$ cat config.mk
export PLATFORM = sky130hd
export DESIGN_NAME = vga_sync_decoder
export DESIGN_NICKNAME = d
export VERILOG_FILES = /design/src/rtl/vga_sync_decoder.sv
export SDC_FILE = /design/constraint.sdc
export NUM_CORES = 1
export LEC_CHECK = 0
export CORE_ASPECT_RATIO = 0.9
export CORE_MARGIN = 2
export CORE_UTILIZATION = 55
export DETAILED_ROUTE_END_ITERATION = 10
export PLACE_DENSITY = 0.79
export SLEW_MARGIN = 20
export SYNTH_ARGS = -nofsm -noshare
export SYNTH_HDL_FRONTEND = slang
export SYNTH_SLANG_ARGS = --single-unit
$ cat constraint.sdc
create_clock -name vga_clock -period 7.05 [get_ports vga_clock]
set_clock_uncertainty 0.05 [all_clocks]
set_input_delay 1.0575 -clock vga_clock [delete_from_list [all_inputs] [get_ports vga_clock]]
set_output_delay 1.0575 -clock vga_clock [all_outputs]
set_load 0.01 [all_outputs]
$ cat src/rtl/vga_sync_decoder.sv
//------------------------------------------------------------------------------
// Module      : vga_sync_decoder
// Description : Receive-side VGA timing decoder. Samples the hsync/vsync/RGB
//               pins, recovers pixel coordinates, a per-pixel valid strobe and
//               colour, checks line/frame lengths against the nominal timing
//               and reports lock state and timing errors.
//
// Ports       : vga_clock      - pixel clock (single clock domain)
//               reset          - asynchronous, active-high reset
//               hsync, vsync   - sync inputs from pins
//               vga_red/green/blue - 4-bit colour inputs from pins
//               pixel_valid    - recovered pixel strobe (locked, active area)
//               column, row    - recovered coordinates (0 when not valid)
//               red/green/blue - colour registered with pixel_valid
//               frame_start    - pulse with pixel (row 0, column 0)
//               locked         - timing locked
//               h_error        - 1-cycle line-length error pulse (while locked)
//               v_error        - 1-cycle frame-length error pulse (while locked)
//               frame_checksum - checksum of the last fully locked frame
//               checksum_valid - 1-cycle pulse on checksum update
//
// Options     : VGA_SYNC_DECODER_CHECKSUM_EN - enables the per-frame RGB
//               checksum; when undefined frame_checksum/checksum_valid are 0.
//
// Revision    : 1.0 - initial release
//------------------------------------------------------------------------------
`default_nettype none

module vga_sync_decoder #(
    parameter int H_ACTIVE        = 640,
    parameter int H_FRONT         = 16,
    parameter int H_SYNC          = 96,
    parameter int H_BACK          = 48,
    parameter int V_ACTIVE        = 480,
    parameter int V_FRONT         = 10,
    parameter int V_SYNC          = 2,
    parameter int V_BACK          = 33,
    parameter bit SYNC_ACTIVE_LOW = 1'b1
) (
    input  logic        vga_clock,
    input  logic        reset,
    input  logic        hsync,
    input  logic        vsync,
    input  logic [3:0]  vga_red,
    input  logic [3:0]  vga_green,
    input  logic [3:0]  vga_blue,
    output logic        pixel_valid,
    output logic [31:0] column,
    output logic [31:0] row,
    output logic [3:0]  red,
    output logic [3:0]  green,
    output logic [3:0]  blue,
    output logic        frame_start,
    output logic        locked,
    output logic        h_error,
    output logic        v_error,
    output logic [15:0] frame_checksum,
    output logic        checksum_valid
);

    localparam logic [31:0] c_h_total = 32'(H_ACTIVE + H_FRONT + H_SYNC + H_BACK);
    localparam logic [31:0] c_v_total = 32'(V_ACTIVE + V_FRONT + V_SYNC + V_BACK);
    localparam logic [31:0] c_hs      = 32'(H_SYNC + H_BACK);
    localparam logic [31:0] c_vs      = 32'(V_SYNC + V_BACK);
    localparam logic [31:0] c_h_act   = 32'(H_ACTIVE);
    localparam logic [31:0] c_v_act   = 32'(V_ACTIVE);

    localparam logic [1:0] c_st_search  = 2'd0;
    localparam logic [1:0] c_st_acquire = 2'd1;
    localparam logic [1:0] c_st_locked  = 2'd2;

    // Two-stage pin capture; s2 is the data the counters are aligned to.
    logic        r_hs_s1, r_vs_s1, r_hs_s2, r_vs_s2;
    logic [11:0] r_rgb_s1, r_rgb_s2;

    logic [31:0] r_h_cnt;
    logic [31:0] r_v_cnt;
    logic        r_h_to_seen;
    logic [1:0]  r_state;

    logic        r_pixel_valid;
    logic [31:0] r_column, r_row;
    logic [11:0] r_rgb_out;
    logic        r_frame_start;
    logic        r_h_error, r_v_error;

    logic        w_hs_act_s1, w_hs_act_s2, w_vs_act_s1, w_vs_act_s2;
    logic        w_hs_edge, w_vs_edge;
    logic        w_h_timeout, w_line_err, w_frame_err, w_any_err;
    logic [31:0] w_v_cnt_chk;
    logic        w_h_win, w_v_win, w_pix_valid;
    logic [31:0] w_column, w_row;

    always_ff @(posedge vga_clock or posedge reset) begin
        if (reset) begin
            r_hs_s1  <= 1'b0;
            r_vs_s1  <= 1'b0;
            r_hs_s2  <= 1'b0;
            r_vs_s2  <= 1'b0;
            r_rgb_s1 <= '0;
            r_rgb_s2 <= '0;
        end else begin
            r_hs_s1  <= hsync;
            r_vs_s1  <= vsync;
            r_hs_s2  <= r_hs_s1;
            r_vs_s2  <= r_vs_s1;
            r_rgb_s1 <= {vga_red, vga_green, vga_blue};
            r_rgb_s2 <= r_rgb_s1;
        end
    end

    // Polarity-normalised sync levels; an assert edge is s1 active, s2 idle.
    assign w_hs_act_s1 = r_hs_s1 ^ SYNC_ACTIVE_LOW;
    assign w_hs_act_s2 = r_hs_s2 ^ SYNC_ACTIVE_LOW;
    assign w_vs_act_s1 = r_vs_s1 ^ SYNC_ACTIVE_LOW;
    assign w_vs_act_s2 = r_vs_s2 ^ SYNC_ACTIVE_LOW;
    assign w_hs_edge   = w_hs_act_s1 & ~w_hs_act_s2;
    assign w_vs_edge   = w_vs_act_s1 & ~w_vs_act_s2;

    // Timeout fires on the first cycle the saturated count is seen; a late
    // edge landing on that same cycle folds into the same single error.
    assign w_h_timeout = (r_h_cnt == c_h_total) && !r_h_to_seen;
    assign w_line_err  = (w_hs_edge && (r_h_cnt != c_h_total - 32'd1)) || w_h_timeout;

    // A coincident hsync edge still counts toward the frame being closed.
    assign w_v_cnt_chk = r_v_cnt + 32'(w_hs_edge);
    assign w_frame_err = (w_vs_edge && (w_v_cnt_chk != c_v_total)) ||
                         (w_hs_edge && !w_vs_edge && (r_v_cnt == c_v_total));
    assign w_any_err   = w_line_err | w_frame_err;

    always_ff @(posedge vga_clock or posedge reset) begin
        if (reset) begin
            r_h_cnt     <= '0;
            r_h_to_seen <= 1'b0;
            r_v_cnt     <= '0;
        end else begin
            if (w_hs_edge) begin
                r_h_cnt     <= '0;
                r_h_to_seen <= 1'b0;
            end else begin
                if (r_h_cnt != c_h_total) begin
                    r_h_cnt <= r_h_cnt + 32'd1;
                end
                if (w_h_timeout) begin
                    r_h_to_seen <= 1'b1;
                end
            end
            // Saturating one past the frame length makes the frame timeout
            // a single transition rather than a repeating condition.
            if (w_vs_edge) begin
                r_v_cnt <= '0;
            end else if (w_hs_edge && (r_v_cnt != c_v_total + 32'd1)) begin
                r_v_cnt <= r_v_cnt + 32'd1;
            end
        end
    end

    assign w_h_win     = (r_h_cnt >= c_hs) && (r_h_cnt < c_hs + c_h_act);
    assign w_v_win     = (r_v_cnt >= c_vs) && (r_v_cnt < c_vs + c_v_act);
    assign w_pix_valid = (r_state == c_st_locked) && w_h_win && w_v_win;
    assign w_column    = r_h_cnt - c_hs;
    assign w_row       = r_v_cnt - c_vs;

    always_ff @(posedge vga_clock or posedge reset) begin
        if (reset) begin
            r_state   <= c_st_search;
            r_h_error <= 1'b0;
            r_v_error <= 1'b0;
        end else begin
            r_h_error <= (r_state == c_st_locked) && w_line_err;
            r_v_error <= (r_state == c_st_locked) && w_frame_err;
            case (r_state)
                c_st_search: begin
                    if (w_vs_edge) begin
                        r_state <= c_st_acquire;
                    end
                end
                c_st_acquire: begin
                    if (w_any_err) begin
                        r_state <= c_st_search;
                    end else if (w_vs_edge) begin
                        r_state <= c_st_locked;
                    end
                end
                c_st_locked: begin
                    if (w_any_err) begin
                        r_state <= c_st_search;
                    end
                end
                default: r_state <= c_st_search;
            endcase
        end
    end

    always_ff @(posedge vga_clock or posedge reset) begin
        if (reset) begin
            r_pixel_valid <= 1'b0;
            r_column      <= '0;
            r_row         <= '0;
            r_rgb_out     <= '0;
            r_frame_start <= 1'b0;
        end else begin
            r_pixel_valid <= w_pix_valid;
            r_column      <= w_pix_valid ? w_column : '0;
            r_row         <= w_pix_valid ? w_row : '0;
            r_rgb_out     <= w_pix_valid ? r_rgb_s2 : '0;
            r_frame_start <= w_pix_valid && (w_column == '0) && (w_row == '0);
        end
    end

    assign pixel_valid = r_pixel_valid;
    assign column      = r_column;
    assign row         = r_row;
    assign red         = r_rgb_out[11:8];
    assign green       = r_rgb_out[7:4];
    assign blue        = r_rgb_out[3:0];
    assign frame_start = r_frame_start;
    assign locked      = (r_state == c_st_locked);
    assign h_error     = r_h_error;
    assign v_error     = r_v_error;

`ifdef VGA_SYNC_DECODER_CHECKSUM_EN
    logic [15:0] r_accum;
    logic [15:0] r_checksum;
    logic        r_checksum_valid;
    // Set when a frame opens with the FSM (remaining or becoming) locked;
    // any error drops it, so only frames spent wholly in LOCKED publish.
    logic        r_frame_locked;

    always_ff @(posedge vga_clock or posedge reset) begin
        if (reset) begin
            r_accum          <= '0;
            r_checksum       <= '0;
            r_checksum_valid <= 1'b0;
            r_frame_locked   <= 1'b0;
        end else begin
            r_checksum_valid <= 1'b0;
            if (w_vs_edge || w_any_err) begin
                r_accum <= '0;
            end else if (w_pix_valid) begin
                r_accum <= r_accum + {4'b0000, r_rgb_s2};
            end
            if (w_vs_edge) begin
                if (r_frame_locked && (r_state == c_st_locked) && !w_any_err) begin
                    r_checksum       <= r_accum;
                    r_checksum_valid <= 1'b1;
                end
                r_frame_locked <= !w_any_err &&
                                  ((r_state == c_st_acquire) || (r_state == c_st_locked));
            end else if (w_any_err) begin
                r_frame_locked <= 1'b0;
            end
        end
    end

    assign frame_checksum = r_checksum;
    assign checksum_valid = r_checksum_valid;
`else
    assign frame_checksum = 16'h0000;
    assign checksum_valid = 1'b0;
`endif

endmodule

`default_nettype wire
# After elaboration in Yosys (flattened, before gate mapping)
# Index checks and enable logic that the tools add are counted.
[word_totals] register_bits=175 output_inout_bits=98
[classes] add_sub_neg=5 magnitude_cmp=4 eq_ne=11 n_mux=14 bitwise=5 reduce_logical=25
[ops] op="2-to-1 mux 32 bit" n=6
[ops] op="inequality test 32 x 10 -> 1 bit (second input constant)" n=4
[ops] op="adder 32 x 1 -> 32 bit (second input constant)" n=2
[ops] op="== test 32 x 10 -> 1 bit (second input constant)" n=2
[ops] op="logical NOT 32 bit" n=2
[ops] op="less-than comparator 32 x 10 -> 1 bit (second input constant)" n=2
[ops] op="adder 32 x 1 -> 32 bit" n=1
[ops] op=">= comparator 32 x 6 -> 1 bit (second input constant)" n=1
[ops] op=">= comparator 32 x 8 -> 1 bit (second input constant)" n=1
[ops] op="subtractor 32 x 6 -> 32 bit (second input constant)" n=1
[ops] op="subtractor 32 x 8 -> 32 bit (second input constant)" n=1
[ops] op="logical AND 1 bit" n=14
[ops] op="2-to-1 mux 12 bit" n=1
[ops] op="2-to-1 mux 2 bit" n=4
[ops] op="case mux 2 bit (3 select lines)" n=1
[ops] op="nonzero test 2 bit" n=3
[ops] op="inequality test 3 bit (second input constant)" n=1
[ops] op="AND reduction 3 bit" n=1
[ops] op="AND 1 bit" n=2
[ops] op="== test 2 x 1 -> 1 bit (second input constant)" n=1
[ops] op="== test 2 bit (second input constant)" n=1
[ops] op="logical NOT 1 bit" n=2
[ops] op="logical NOT 2 bit" n=1
[ops] op="logical OR 1 bit" n=2
[ops] op="5 further kinds" n=7

# Depth between registers and ports, before layout
[logic_depth] depth_word=9 depth_mapped=12 ltp_nobuf=10

# Least setup slack after synthesis
# OpenSTA, ideal clock, no wires.
[synth_path] path_kind="register -> register" from="reg r_hs_s1" to="reg r_state[1]" arrival_time_ns=2.859 path_slack_ns=4.076 path_stages_with_launch=12 cell_sequence="dfrtp_1 nand2b_1 inv_2 buf_1 ha_1 nand3_1 or2_2 clkbuf_1 or3_1 a2111oi_0 and4_1 o211a_1"
[synth_between] elab_chain_len=9 elab_cells_between_ends=16 classes_between="add/sub: 1; eq/ne: 3; mux: 2; bitwise: 3; reduce/logical: 7"
[synth_rtl] item="start, declared" line="73" text="logic r_hs_s1, r_vs_s1, r_hs_s2, r_vs_s2;"
[synth_rtl] item="start signal, assigned" line="103" text="r_hs_s1 <= hsync;"
[synth_rtl] item="NOT 1 bit (no line) *"
[synth_rtl] item="AND 1 bit *" line="117" text="assign w_hs_edge = w_hs_act_s1 & ~w_hs_act_s2;"
[synth_rtl] item="adder 32 x 1 -> 32 bit" line="126" text="assign w_v_cnt_chk = r_v_cnt + 32'(w_hs_edge);"
[synth_rtl] item="inequality test 32 x 10 -> 1 bit" line="127" text="assign w_frame_err = (w_vs_edge && (w_v_cnt_chk != c_v_total)) ||"
[synth_rtl] item="logical AND 1 bit" line="127"
[synth_rtl] item="logical OR 1 bit" line="127"
[synth_rtl] item="OR 1 bit *" line="129" text="assign w_any_err = w_line_err | w_frame_err;"
[synth_rtl] item="inequality test 3 bit (no line) (tied with other cells)"
[synth_rtl] item="AND reduction 3 bit (no line) / case mux 2 bit (3 select lines) (equally long branches)"
[synth_rtl] item="end signal, assigned" line="166" text="r_state <= c_st_search;"
[synth_rtl] item="end signal, assigned" line="175" text="r_state <= c_st_acquire;"
[synth_rtl] item="end signal, assigned" line="180" text="r_state <= c_st_search;"
[synth_rtl] item="end, declared" line="79" text="logic [1:0] r_state;"
# Mark *: on every way between the ends. The rest lies on a longest branch, timed or not.
# A chain may end at the register's enable or synchronous reset.

# Worst setup path after layout
# Same ends and word-level chain as after synthesis.

==> flow_summary.yaml <==
die:
  ios: 114
  die_h_um: 119.5
  core_sq_mm: 0.01461
  die_w_um: 132.3
  rows: 42
  dieArea_sq_mm: 0.01580
  initial_core_util_pct: 55.76
pwr:
  power.total_w: 0.002136
  clkPwrFrac_pct: 44.9
  power_density_mw_per_mm2: 218.4
  switchingPower_w: 0.0005494
  ir_drop_v: 0.0002092
  leakage_nw: 4.386
  combPwrFrac_pct: 5.8
  p_int_w: 0.001586
  p_seq_share_pct: 49.3
  swShare_pct: 25.73
cells_and_area:
  nets: 923
  antennaDiodeCount: 0
  area_growth_pct: 20.01
  drive_above_1_share_pct: 5.947
clock_tree:
  clock_latency_ns: 0.44
  cts_inserted_buffers: 17
  numClockSinks: 175
  cts_max_path_buffers: 2
  postCtsHoldBufs: 0
  root_buffer: "clkbuf_16"
  cts_tree: "done"
  clk_pin_slew_ns: 0.07
  postCtsSetupBuffers: 0
  cts_max_level: 4
  postCtsResizedCells: 0
placed_design:
  portBuffers: 96
  dp_hpwl_mm: 12.17
  place.gp.congestion: 0.9336
critical_path:
  criticalPathCategory: "flip-flop to flip-flop"
  worstSetupStartpointType: "flip-flop"
  critical-path-top-delay-family: "simple AND/OR/NAND/NOR gates"
  crit_path_max_incr_delay_ns: 0.53
  cp_max_fo: 37
  cp-endpoint: "r_state[1]$_DFFE_PP0P_"
  worst_setup_path_end_kind: "flip-flop"
  r2r_cells: 10
  critPathBufInv: 1
  worst_ep_arrival_time_ns: 3.84
  reg2reg_to: "r_state[1]$_DFFE_PP0P_"
  crit_required_ns: 7.37
  r2r_start: "r_hs_s1$_DFF_PP0_"
  slowest_stage: "inv_2"
  r2r_setup_slack_ns: 3.53
  crit_chain: "nand2b_1 -> inv_2 -> ha_1 -> nand3_1 -> or2_2 -> o31a_1 -> a2111o_1 -> a2111oi_0 -> and4_1 -> o211a_1"
  startpoint: "r_hs_s1$_DFF_PP0_"
  path_depth: 10
timing:
  min_period_ns: 3.520
  fin_crit_sh_pct: 49.93
  fin_setup_tns_ns: 0
  hold_violations: 0
  slew_viol_final: 0
  grt_setup_unrepaired: "no"
  max_freq_mhz: 284.1
  tightest_slew_ns: 1.048
  finalSetupViolations: 0
  slew_headroom_pct: 29.89
synth:
  syn_inst: 821
  yosysUniqueCellTypes: 63
  synthesis.area_sq_mm: 0.008147
  ys_warn_count: 0
  yosysMostFrequentCell: "dfrtp_1"
  synth_enable_flop_cells: 0
  synthArstFlopShare_pct: 100.0
  synth_largest_area_cell: "dfrtp_1"
  ys_seq_area_share_pct: 53.76
  synth_common_cells: "dfrtp_1, nor2_1, nand2_1"
  syn_area_per_cell_sq_um: 9.923
  ys_ff_latch: 175
  synth_top_area_share_pct: 53.76
  ys.flop_type: "dfrtp_1"
  synth_area_leaders: "dfrtp_1, nor2_1, xor2_1"
grt:
  overflow: 0
  grt.total_usage_pct: 24.08
  grt_max_degree: 113
  grt_first_pass_wirelength_mm: 29.82
  grt_pass1_vias: 5544
  antenna_found_initial: 0
detailed_routing:
  post_drt_wl_per_cell_um: 16.50
  via_count: 6149
  vias_per_cell: 5.560
  routed_wl_mm: 18.25
  drt_iter0_markers: 527
  postRouteAntennaNets: 0
  dr.pass1.iters: 5
  drc: 0
outcome:
  status: "complete, no violations"
flow_run:
  timing.max_cap.violations: 0
worst_hold_path:
  worst_hold_path_type: "flip-flop to flip-flop"
-- per-layer routing --
metal	up-vias	wire length (um)	share of wire [%]	track usage, %
li1	2907	-	-	-
met1	2959	8447	46	35.52
met2	258	8235	45	36.17
met3	25	1307	7.2	5.577
met4	0	263	1.4	6.452
met5	-	0	0	0
-- power by group through the flow --
stage	Sequential, W	Combinational [W]	Clock (W)
after floorplan	0.00107	0.0000913	0
after global placement	0.00107	0.000120	0
after global routing	0.00106	0.000140	0.00102
final	0.00105	0.000124	0.000958
after detailed placement	0.00107	0.000123	0
after CTS	0.00105	0.000124	0.000972
-- state kept, by name (all words and copies together), names as in the netlist, 2 cells and up --
signal	count
r_v_cnt	32
r_state	2
r_rgb_s1	12
r_rgb_out	12
r_h_cnt	32
r_rgb_s2	12
column	32
row	32
-- layout by cell type (no fill, tap or decap), types with 17 or more instances in the layout --
| cell | n |
|---|---|
| a21oi_1 | 24 |
| clkbuf_16 | 17 |
| clkdlybuf4s50_1 | 96 |
| conb_1 | 28 |
| dfrtp_1 | 175 |
| inv_1 | 19 |
| nand2_1 | 45 |
| nand3_1 | 30 |
| nand4_1 | 31 |
| nor2_1 | 147 |
| nor3_1 | 20 |
| o21ai_0 | 22 |
| xnor2_1 | 39 |
| xor2_1 | 41 |
-- area by class of cell --
class                   count  area [sq um]
clock inverters            15         187.7
repair buffers             99         983.4
multi-input cells         581          3470
inverters                  21         83.83
well taps                 198         247.7
fillers                  1135          4832
flip-flops and latches    175          4379
clock buffers              17         425.4
-- kinds of logic (layout without fill, tap and decap cells) --
| group | after synthesis | count (layout) | synth area share (%) |
|---|---|---|---|
| compound gates | 85 | 85 | 6.927 |
| xor+xnor | 80 | 80 | 8.601 |
| fa+ha+maj | 12 | 12 | 1.843 |
| buf+inv | 92 | 152 | 5.145 |
| flops | 175 | 175 | 53.76 |
| mux | 3 | 3 | 0.3686 |
| other cells | 1 | 28 | 0.04603 |
| simple gates | 373 | 373 | 23.31 |
-- worst reg2reg max path, stage by stage (launching register included) --
cell and delay, ns:
dfrtp_1 0.38, nand2b_1 0.23, inv_2 0.53, ha_1 0.29, nand3_1 0.16, or2_2 0.44
o31a_1 0.32, a2111o_1 0.29, a2111oi_0 0.36, and4_1 0.28, o211a_1 0.14
-- worst min-delay path by stage --
stage                                      from                     to  slack [ns]  depth (start not counted)
after floorplan           r_rgb_s1[0]$_DFF_PP0_  r_rgb_s2[0]$_DFF_PP0_        0.28                          0
after global placement    r_rgb_s1[3]$_DFF_PP0_  r_rgb_s2[3]$_DFF_PP0_        0.28                          0
after detailed placement  r_rgb_s1[5]$_DFF_PP0_  r_rgb_s2[5]$_DFF_PP0_        0.29                          0
after CTS                 r_rgb_s1[5]$_DFF_PP0_  r_rgb_s2[5]$_DFF_PP0_        0.30                          0
after global routing      r_rgb_s1[6]$_DFF_PP0_  r_rgb_s2[6]$_DFF_PP0_        0.31                          0
final                     r_rgb_s1[5]$_DFF_PP0_  r_rgb_s2[5]$_DFF_PP0_        0.29                          0
-- stage by stage --
step           std cells  worst slack, ns  util [%]  hold WS, ns  area, sq um
2_1_floorplan        848            1.197         -       0.2812         8248
5_1_grt             1106            3.382     66.92       0.3122         9777
3_5_place_dp        1074            3.565     62.73       0.2870         9164
6_report            1106            3.530     66.92       0.2938         9777
3_3_place_gp        1074            3.652     62.73       0.2816         9164
4_1_cts             1106            3.554     66.92       0.2970         9777
(Power assumes the default switching activity.)
